$ cat config.mk
export PLATFORM = sky130hd
export DESIGN_NAME = data_memory_ctrl
export DESIGN_NICKNAME = d
export VERILOG_FILES = /design/src/rtl/data_memory_ctrl.sv
export SDC_FILE = /design/constraint.sdc
export NUM_CORES = 1
export LEC_CHECK = 0
export CELL_PAD_IN_SITES_DETAIL_PLACEMENT = 1
export CELL_PAD_IN_SITES_GLOBAL_PLACEMENT = 2
export CORE_MARGIN = 8
export CORE_UTILIZATION = 45
export DETAILED_ROUTE_END_ITERATION = 6
export HOLD_SLACK_MARGIN = 0.08
export PLACE_DENSITY = 0.74
export SETUP_SLACK_MARGIN = 0.15
export SLEW_MARGIN = 40
export SYNTH_ARGS = -nofsm -noshare
export SYNTH_HDL_FRONTEND = slang
export SYNTH_SLANG_ARGS = --single-unit
$ cat constraint.sdc
create_clock -name clk -period 5.09 [get_ports clk]
set_clock_uncertainty 0.05 [all_clocks]
set_input_delay 1.527 -clock clk [delete_from_list [all_inputs] [get_ports clk]]
set_output_delay 1.527 -clock clk [all_outputs]
set_load 0.01 [all_outputs]
$ cat src/rtl/data_memory_ctrl.sv
// Data RAM for the CPU load/store path: registered read port, zeroing sweep
// after reset and on request, out-of-range detection, and a ready handshake.
module data_memory_ctrl #(
  parameter int DATA_W = 8,
  parameter int ADDR_W = 8,
  parameter int DEPTH  = 16
) (
  input  logic              clk,
  input  logic              rst,
  input  logic              clear_req,
  input  logic              mem_read,
  input  logic              mem_write,
  input  logic [ADDR_W-1:0] addr,
  input  logic [DATA_W-1:0] wdata,
  output logic              ready,
  output logic [DATA_W-1:0] rdata,
  output logic              rvalid,
  output logic              err
);

  localparam int IDX_W = (DEPTH > 1) ? $clog2(DEPTH) : 1;
  // One extra bit so DEPTH == 2**ADDR_W is still representable.
  localparam logic [ADDR_W:0]  DEPTH_A  = (ADDR_W+1)'(DEPTH);
  localparam logic [IDX_W-1:0] LAST_IDX = IDX_W'(DEPTH - 1);

  typedef enum logic {ST_CLEAR = 1'b0, ST_IDLE = 1'b1} state_t;

  state_t              state_q, state_d;
  logic [IDX_W-1:0]    clr_ptr_q, clr_ptr_d;
  logic [DATA_W-1:0]   rdata_q, rdata_d;
  logic                rvalid_q, rvalid_d;
  logic                err_q, err_d;

  logic [DATA_W-1:0]   ram [DEPTH];

  logic                in_range;
  logic [IDX_W-1:0]    idx;
  logic                accepted;
  logic                conflict;
  logic                ram_we;
  logic [IDX_W-1:0]    ram_waddr;
  logic [DATA_W-1:0]   ram_wdata;
  logic [DATA_W-1:0]   ram_rd;

  // Address decode: no wrap, anything at or beyond DEPTH is rejected.
  always_comb begin
    in_range = ({1'b0, addr} < DEPTH_A);
    idx      = addr[IDX_W-1:0];
    accepted = (state_q == ST_IDLE) && !clear_req && (mem_read || mem_write);
    conflict = mem_read && mem_write;
    ram_rd   = ram[idx];
  end

  // State register; reset restarts the zeroing sweep from address 0.
  always_ff @(posedge clk or posedge rst) begin
    if (rst) begin
      state_q <= ST_CLEAR;
    end else begin
      state_q <= state_d;
    end
  end

  // Next state: sweep ends after the last word; clear_req restarts it.
  always_comb begin
    state_d = state_q;
    unique case (state_q)
      ST_CLEAR: if (clr_ptr_q == LAST_IDX) state_d = ST_IDLE;
      ST_IDLE:  if (clear_req)             state_d = ST_CLEAR;
      default:                             state_d = ST_CLEAR;
    endcase
  end

  // Outputs decoded from state.
  always_comb begin
    ready = (state_q == ST_IDLE);
  end

  // Datapath next values: sweep pointer, RAM write port, read/err results.
  always_comb begin
    clr_ptr_d = '0;
    ram_we    = 1'b0;
    ram_waddr = idx;
    ram_wdata = wdata;
    rdata_d   = rdata_q;
    rvalid_d  = 1'b0;
    err_d     = 1'b0;
    if (state_q == ST_CLEAR) begin
      // Pointer parks at 0 when leaving CLEAR so a later sweep starts clean.
      if (clr_ptr_q != LAST_IDX) clr_ptr_d = clr_ptr_q + IDX_W'(1);
      ram_we    = 1'b1;
      ram_waddr = clr_ptr_q;
      ram_wdata = '0;
    end else if (accepted) begin
      if (conflict || !in_range) err_d = 1'b1;
      if (mem_write && !mem_read && in_range) ram_we = 1'b1;
      if (mem_read && !mem_write) begin
        rvalid_d = 1'b1;
        rdata_d  = in_range ? ram_rd : '0;
      end
    end
  end

  // Control and read-port registers.
  always_ff @(posedge clk or posedge rst) begin
    if (rst) begin
      clr_ptr_q <= '0;
      rdata_q   <= '0;
      rvalid_q  <= 1'b0;
      err_q     <= 1'b0;
    end else begin
      clr_ptr_q <= clr_ptr_d;
      rdata_q   <= rdata_d;
      rvalid_q  <= rvalid_d;
      err_q     <= err_d;
    end
  end

  // Storage array: single write port shared by the sweep and stores.
  always_ff @(posedge clk) begin
    if (ram_we) ram[ram_waddr] <= ram_wdata;
  end

  assign rdata  = rdata_q;
  assign rvalid = rvalid_q;
  assign err    = err_q;

endmodule
==> flow_summary_export.csv, run 1 <==
group,metric,value,unit
place,port_buffers,31,
synthesis,netlist_instances,300,
setup_path,crit_path_max_fanout,8,
floorplan,dieArea,16800,um^2
global_routing,grt_pass1_wl,19700,um
floorplan,start_util,45.9,%
clock_tree,clk_pin_slew_worst_paths,0.06,ns
drt,postRouteAntennaNets,0,
synthesis,ys_types,33,
final_layout,seqCellArea,4220,um^2
final_layout,drive_gt1_share,26.6,%
clock_tree,hold_buffers,0,
final_layout,nets,370,
final_layout,final_cell_mix,"edfxtp_1 (128), mux4_2 (32), clkdlybuf4s50_1 (30), nor2_1 (19), clkbuf_16 (17)",
place,dpl.hpwl,8230,um
setup_path,crit_required,5.09,ns
global_routing,grt_max_degree,29,
place,placed_area,6300,um^2
timing,maxSlewHeadroom,47.9,%
synthesis,synth_ff_type,"edfxtp_1",
setup_path,critical_path_arrival,3.77,ns
drt,drt-vias-per-instance,5.40,
power,irDropWorstVdd,0.354,mV
timing,timing.final.max_slew_violations,0,
timing,worst_slack,1.32,ns
global_routing,grt-ovfl-total,0,
synthesis,syn_area,5790,um^2
timing,worst_pin_slew,0.779,ns
timing,setup_viol,0,
final_layout,multi_input_area,1440,um^2
final_layout,num_antenna_cells,0,
timing,fmax,265,MHz
drt,routed_wl,12600,um
place,globalplace.congestion,0.733,
drt,via_count,2876,
floorplan,placement_rows,41,
synthesis,syn_nets,322,
run_status,status,"finished clean",
clock_tree,clk_latency,0.42,ns
timing,tns,0,ns
final_layout,syn_to_final_growth,20.2,%
global_routing,antenna_found_initial,0,
min_path,worstHoldPathType,"flip-flop to flip-flop",
setup_path,end_kind,"flip-flop",
power,p_leak,2.43,nW
clock_tree,cts_max_level,4,
synthesis,synth-edff-count,128,
clock_tree,cts-resized-gates,0,
floorplan,die_h,129,um
timing,grt_setup_unrepaired,"false",
synthesis,synth_seq_cells,143,
timing,period_share,74.1,%
setup_path,critical_path_class,"input pin to flip-flop",
clock_tree,cts_tree,"done",
drt,dr.pass1.iters,6,
timing,min_period,3.77,ns
drt,dr.first_iter.drc_count,183,
floorplan,ios,32,
synthesis,ys_seq_area_share,72.8,%
synthesis,ys_async_sr_fraction,10.5,%
synthesis,yosys_warnings,0,
clock_tree,cts_sinks,143,
final_layout,final_cell_area,6960,um^2
run,drv_cap,0,
clock_tree,cts-root-buf,"clkbuf_16",
drt,wl_per_cell,23.6,um
floorplan,core,12600,um^2
power,power_density,522,nW/um^2
final_layout,nFillCells,1149,
clock_tree,cts_setup_buffers,0,
place,pre_cts_slack,0.880,ns
synthesis,avgSynthCellArea,19.3,um^2
clock_tree,cts_buffers,17,
timing,hold_viol,0,
clock_tree,clock_tree.buffer_depth,2,
setup_path,startpoint_type,"input pin",
global_routing,grt_pass1_vias,3244,
global_routing,grt.total_usage,16.7,%
floorplan,die_w,129,um
drt,drcViolationCount,0,
final_layout,fin_util,55.1,%
power,totalPowerFinal,3.63,mW
final_layout,mostFrequentLayoutCell,"edfxtp_1",
-- Yosys cell counts, types with 2 or more instances --
cell | count | area [um^2]
edfxtp_1 | 128 | 3840
mux4_2 | 32 | 721
nor2_1 | 20 | 75.1
mux2i_1 | 16 | 160
dfrtp_1 | 15 | 375
nand2_1 | 15 | 56.3
and2_1 | 9 | 56.3
mux2_2 | 8 | 90.1
o21ai_2 | 8 | 70.1
buf_6 | 6 | 67.6
inv_1 | 5 | 18.8
a21oi_1 | 4 | 20.0
buf_2 | 4 | 20.0
o21ai_0 | 4 | 20.0
clkbuf_1 | 3 | 11.3
nand3_1 | 3 | 15.0
buf_1 | 2 | 7.51
nand2b_1 | 2 | 12.5
o41ai_2 | 2 | 32.5
-- power by group --
group          leakage, nW  switching (mW)  total (mW)  internal (mW)
registers             1.40          0.0686        1.64           1.57
logic                0.714           0.393       0.622          0.229
clock network        0.319           0.455        1.37          0.917
total                 2.43           0.917        3.63           2.71
-- through the flow --
stage          hold slack, ns  instances
6_report                0.428        533
5_1_grt                 0.461        533
4_1_cts                 0.436        533
3_5_place_dp            0.424        501
3_3_place_gp            0.418        501
2_1_floorplan           0.468        300
-- final cells by class --
| class | instances | area share, % |
|---|---|---|
| Timing Repair Buffer | 45 | 5.90 |
| Multi-Input combinational cell | 136 | 20.7 |
| Clock inverter | 11 | 3.06 |
| Sequential cell | 143 | 60.6 |
| Inverter | 5 | 0.270 |
| Clock buffer | 21 | 6.33 |
| Tap cell | 172 | 3.09 |
-- path summary, 6_finish.rpt --
check	start	endpoint	slack, ns	cells after the start
worst min register to register	rdata[0]$_DFFE_PP0P_	rdata[0]$_DFFE_PP0P_	0.43	2
worst max-delay path	addr[6]	ram[3][6]$_DFFE_PP_	1.32	5
max in group asynchronous	rst	rdata[1]$_DFFE_PP0P_	3.18	2
worst max register to register	ready$_DFF_PP0_	ram[9][7]$_DFFE_PP_	2.81	5
min in group asynchronous	rst	rdata[6]$_DFFE_PP0P_	1.42	2
worst min-delay path	rdata[0]$_DFFE_PP0P_	rdata[0]$_DFFE_PP0P_	0.43	2
-- worst max-delay path, stage by stage --
cell and delay [ns]:
clkdlybuf4s50_1 0.40, or4_4 0.58, o41ai_2 0.37, nand3_1 0.24
nor2_1 0.65
-- routing by layer --
layer / track usage (%) / share of wire, % / up-vias
met5: 0 / 0 / -
met4: 6.83 / 2.0 / 0
met3: 5.14 / 6.0 / 19
met2: 26.5 / 49 / 76
met1: 20.9 / 43 / 1495
li1: - / - / 1286
-- flip-flops by register name, indices dropped and copies added (netlist names) --
name / count
rvalid: 1
rdata: 8
err: 1
ready: 1
ram: 128
clr_ptr_q: 4
-- logic make-up (layout without fill, tap and decap cells) --
kind of cell,Yosys count,in the layout,synth area share (%)
buffers and inverters,21,82,2.29
and+or+nand+nor,56,56,4.71
adders and majority gates,1,1,0.216
AOI/OAI and AO/OA,22,22,3.02
muxes,56,56,16.8
DFF,143,143,72.8
xor gates and xnor gates,1,1,0.151
Note: power is estimated with default switching activity, not from simulation.
==> run 2: changes to the inputs <==
==> constraint.sdc (replaced) <==
create_clock -name clk -period 3.75 [get_ports clk]
set_clock_uncertainty 0.05 [all_clocks]
set_input_delay 1.125 -clock clk [delete_from_list [all_inputs] [get_ports clk]]
set_output_delay 1.125 -clock clk [all_outputs]
set_load 0.01 [all_outputs]
==> flow_summary_export.csv, run 2 (synthesized netlist as in run 1, its figures left out) <==
group,metric,value,unit
clock_tree,clock_tree.buffer_depth,2,
place,placed_area,6380,um^2
setup_path,crit_required,3.82,ns
power,p_comb_share,18.8,%
final_layout,drive_gt1_share,27.8,%
global_routing,grt_max_degree,28,
setup_path,critical_path_arrival,3.06,ns
timing,worst_pin_slew,0.792,ns
timing,fmax,335,MHz
run_status,status,"finished clean",
power,swShare,26.9,%
global_routing,grt_pass1_wl,19400,um
place,globalplace.congestion,0.738,
clock_tree,clk_pin_slew_worst_paths,0.05,ns
floorplan,dieArea,16800,um^2
drt,dr.pass1.iters,4,
clock_tree,cts_setup_buffers,0,
clock_tree,hold_buffers,0,
power,totalPowerFinal,4.60,mW
clock_tree,cts_max_level,4,
setup_path,max_stage_delay,0.58,ns
setup_path,end_kind,"flip-flop",
timing,maxSlewHeadroom,47.2,%
setup_path,critPathBufInv,2,
timing,grt_setup_unrepaired,"false",
min_path,worstHoldPathType,"flip-flop to flip-flop",
power,power.internal,3.37,mW
timing,period_share,79.7,%
power,switching_power,1.24,mW
clock_tree,cts_sinks,143,
timing,hold_viol,0,
final_layout,final_cell_area,6920,um^2
setup_path,cp_top_family,"simple AND/OR/NAND/NOR gates",
final_layout,seqCellArea,4220,um^2
drt,drcViolationCount,0,
run,drv_cap,0,
setup_path,startpoint_type,"input pin",
clock_tree,cts_tree,"done",
final_layout,final_cells,542,
final_layout,fin_util,54.8,%
floorplan,ios,32,
floorplan,start_util,45.9,%
place,placed_cells,510,
setup_path,crit_path_max_fanout,8,
power,p_leak,2.42,nW
final_layout,nFillCells,1186,
floorplan,die_h,129,um
drt,drt-vias-per-instance,5.40,
setup_path,critPathSlowestCell,"or4_4",
clock_tree,cts_buffers,17,
setup_path,cp_cell_sequence,"clkdlybuf4s50_1 > or4_4 > o41ai_2 > nand3_1 > nor2_1 > buf_4",
timing,tns,0,ns
final_layout,final_cell_mix,"edfxtp_1 (128), mux4_2 (32), clkdlybuf4s50_1 (30), buf_4 (22), nor2_1 (20)",
place,dpl.hpwl,8470,um
global_routing,grt_pass1_vias,3171,
global_routing,antenna_found_initial,0,
drt,wl_per_cell,23.2,um
timing,fin_hold_ws,0.425,ns
final_layout,nets,379,
global_routing,grt.total_usage,16.6,%
final_layout,top_register,"ram",
timing,timing.final.max_slew_violations,0,
place,pre_cts_slack,0.365,ns
power,power_density,665,nW/um^2
final_layout,multi_input_area,1440,um^2
setup_path,critical_path_class,"input pin to flip-flop",
final_layout,syn_to_final_growth,19.4,%
timing,min_period,2.99,ns
final_layout,largest_register_ffs,128,
place,port_buffers,31,
final_layout,mostFrequentLayoutCell,"edfxtp_1",
timing,worst_slack,0.761,ns
final_layout,num_antenna_cells,0,
drt,via_count,2928,
clock_tree,cts-root-buf,"clkbuf_16",
floorplan,placement_rows,41,
power,pwr-share-seq,48.2,%
drt,dr.first_iter.drc_count,178,
clock_tree,cts-resized-gates,0,
power,irDropWorstVdd,0.377,mV
floorplan,die_w,129,um
clock_tree,clk_latency,0.42,ns
drt,routed_wl,12600,um
floorplan,core,12600,um^2
power,clockPowerShare,32.9,%
timing,setup_viol,0,
drt,postRouteAntennaNets,0,
global_routing,grt-ovfl-total,0,
## run 2: final timing paths
path | startpoint | slack [ns] | to | cells past startpoint
worst min-delay path | rdata[6]$_DFFE_PP0P_ | 0.43 | rdata[6]$_DFFE_PP0P_ | 2
worst max register to register | ready$_DFF_PP0_ | 1.70 | rdata[3]$_DFFE_PP0P_ | 5
min in group asynchronous | rst | 1.03 | rdata[1]$_DFFE_PP0P_ | 2
worst max-delay path | addr[6] | 0.76 | ram[7][6]$_DFFE_PP_ | 6
worst min register to register | rdata[6]$_DFFE_PP0P_ | 0.43 | rdata[6]$_DFFE_PP0P_ | 2
max in group asynchronous | rst | 2.24 | clr_ptr_q[2]$_DFF_PP0_ | 2
## run 2: power groups by stage
stage          Sequential (mW)  Combinational [mW]  Clock (mW)
3_3_place_gp              2.23               0.859           0
6_report                  2.22               0.867        1.52
2_1_floorplan             2.22               0.524           0
3_5_place_dp              2.25               0.878           0
5_1_grt                   2.25               0.948        1.60
4_1_cts                   2.22               0.883        1.55
## run 2: layer usage
layer	track usage, %	wire [um]	vias to the layer above
li1	-	-	1302
met1	21.9	5710	1529
met2	25.6	6020	77
met3	4.44	674	20
met4	6.69	191	0
met5	0	0	-
## run 2: area by class of cell
| class | instances | share of cell area, % |
|---|---|---|
| Tap cell | 172 | 3.11 |
| Multi-Input combinational cell | 136 | 20.8 |
| Sequential cell | 143 | 61.0 |
| Timing Repair Buffer | 54 | 7.09 |
| Clock buffer | 21 | 6.37 |
| Clock inverter | 11 | 1.36 |
| Inverter | 5 | 0.271 |
## run 2: tightest hold or removal path, cell delays in order (launching register included)
cell	delay, ns
dfrtp_1	0.33
nand2_1	0.06
o21ai_2	0.05
==> run 3: changes to the inputs <==
==> constraint.sdc (replaced) <==
create_clock -name clk -period 2.9 [get_ports clk]
set_clock_uncertainty 0.05 [all_clocks]
set_input_delay 0.87 -clock clk [delete_from_list [all_inputs] [get_ports clk]]
set_output_delay 0.87 -clock clk [all_outputs]
set_load 0.01 [all_outputs]
==> flow_summary_export.csv, run 3 (synthesized netlist as in run 1, its figures left out) <==
group,metric,value,unit
run_status,status,"finished clean",
final_layout,nets,384,
power,swShare,26.2,%
floorplan,start_util,45.9,%
power,totalPowerFinal,6.30,mW
global_routing,grt_max_degree,28,
global_routing,grt.busiest_layer,"met2",
drt,wl_per_cell,23.3,um
floorplan,die_h,129,um
global_routing,grt_pass1_wl,19700,um
drt,drt-vias-per-instance,5.39,
drt,dr.first_iter.drc_count,165,
setup_path,end_kind,"flip-flop",
power,power.internal,4.65,mW
place,port_buffers,31,
timing,fin_hold_ws,0.425,ns
timing,worst_slack,0.219,ns
place,pre_cts_slack,-0.358,ns
power,pwr-share-seq,45.4,%
timing,period_share,92.4,%
setup_path,crit_required,2.97,ns
final_layout,final_cells,546,
power,p_leak,2.51,nW
clock_tree,cts_buffers,17,
drt,routed_wl,12700,um
drt,via_count,2945,
global_routing,met2_usage,27.1,%
power,switching_power,1.65,mW
clock_tree,clock_tree.buffer_depth,2,
timing,hold_viol,0,
setup_path,max_stage_delay,0.58,ns
min_path,worstHoldPathType,"flip-flop to flip-flop",
run,drv_cap,0,
global_routing,grt_use_met3,5.59,%
timing,setup_viol,0,
drt,postRouteAntennaNets,0,
drt,drcViolationCount,0,
setup_path,crit_path_max_fanout,8,
global_routing,grt_pass1_vias,3244,
place,placed_cells,515,
clock_tree,clk_pin_slew_worst_paths,0.06,ns
timing,min_period,2.68,ns
place,globalplace.congestion,0.763,
global_routing,grt.total_usage,16.9,%
global_routing,use_met1,20.7,%
final_layout,final_cell_mix,"edfxtp_1 (128), mux4_2 (32), clkdlybuf4s50_1 (30), buf_4 (25), nor2_1 (20)",
final_layout,fin_util,56.2,%
clock_tree,cts_sinks,143,
power,irDropWorstVdd,0.576,mV
power,clockPowerShare,35.9,%
timing,tns,0,ns
final_layout,mostFrequentLayoutCell,"edfxtp_1",
place,placed_area,6450,um^2
timing,maxSlewHeadroom,50.9,%
timing,grt_setup_unrepaired,"true",
floorplan,ios,32,
setup_path,critPathBufInv,2,
setup_path,critPathSlowestCell,"or4_4",
setup_path,critical_path_class,"input pin to flip-flop",
global_routing,antenna_found_initial,0,
final_layout,largest_register_ffs,128,
final_layout,top_register,"ram",
clock_tree,cts_max_level,4,
final_layout,final_cell_area,7090,um^2
clock_tree,cts_tree,"done",
floorplan,placement_rows,41,
clock_tree,clk_latency,0.41,ns
floorplan,die_w,129,um
final_layout,num_antenna_cells,0,
power,p_comb_share,18.7,%
final_layout,drive_gt1_share,29.9,%
setup_path,cp_top_family,"simple AND/OR/NAND/NOR gates",
floorplan,core,12600,um^2
setup_path,startpoint_type,"input pin",
global_routing,grt-ovfl-total,0,
power,power_density,889,nW/um^2
timing,fmax,373,MHz
timing,timing.final.max_slew_violations,0,
final_layout,syn_to_final_growth,22.4,%
timing,worst_pin_slew,0.736,ns
place,dpl.hpwl,8350,um
floorplan,dieArea,16800,um^2
setup_path,cp_cell_sequence,"clkdlybuf4s50_1 > or4_4 > o41ai_4 > nand3_1 > nor2_1 > buf_4",
setup_path,critical_path_arrival,2.75,ns
drt,dr.pass1.iters,5,
clock_tree,cts-root-buf,"clkbuf_16",
run 3: cell types whose count changed in the layout (fill, tap and decap cells not counted), sizes merged:
cell / delta
clkbuf: -3
clkinv: -4
bufinv: +3
inv: +3
buf: +5
run 3: metal layers:
layer | wire, um | vias to the layer above
met3 | 1110 | 13
li1 | - | 1310
met2 | 6290 | 100
met4 | 211 | 0
met5 | 0 | -
met1 | 5110 | 1522
run 3: power groups by stage:
stage | Sequential [mW] | Clock, mW | Combinational, mW
4_1_cts | 2.87 | 2.32 | 1.19
3_3_place_gp | 2.88 | 0 | 1.13
3_5_place_dp | 2.90 | 0 | 1.17
6_report | 2.86 | 2.26 | 1.18
5_1_grt | 2.90 | 2.39 | 1.29
2_1_floorplan | 2.87 | 0 | 0.677
run 3: repair_timing:
action,in CTS,in global routing
buffers inserted,0,0
pin swaps,0,2
hold buffers,0,0
gates cloned,0,0
endpoints found under the setup margin,96,125
resized for setup,2,2
hold endpoints to repair,0,0
run 3: worst register-to-register path, cell delays in order, from the launching register on:
cell and delay, ns:
dfrtp_1 0.34, buf_4 0.31, nand2_1 0.16, o41ai_4 0.44, nand2_1 0.22, nor2_1 0.16
buf_4 0.19
run 3: path summary, 6_finish.rpt:
kind,start,to,slack (ns),depth (start not counted)
max in group asynchronous,rst,clr_ptr_q[2]$_DFF_PP0_,1.66,2
max,addr[6],ram[2][1]$_DFFE_PP_,0.22,6
max reg2reg,ready$_DFF_PP0_,ram[11][1]$_DFFE_PP_,0.76,6
min reg2reg,rdata[7]$_DFFE_PP0P_,rdata[7]$_DFFE_PP0P_,0.43,2
min,rdata[7]$_DFFE_PP0P_,rdata[7]$_DFFE_PP0P_,0.43,2
min in group asynchronous,rst,rdata[2]$_DFFE_PP0P_,0.76,2
run 3: final cells by class:
| class | instances | area (um^2) |
|---|---|---|
| clock inverters | 13 | 186 |
| well taps | 172 | 215 |
| multi-input cells | 136 | 1470 |
| flip-flops and latches | 143 | 4220 |
| inverters | 5 | 18.8 |
| fillers | 1146 | 5530 |
| repair buffers | 59 | 553 |
| clock buffers | 18 | 429 |
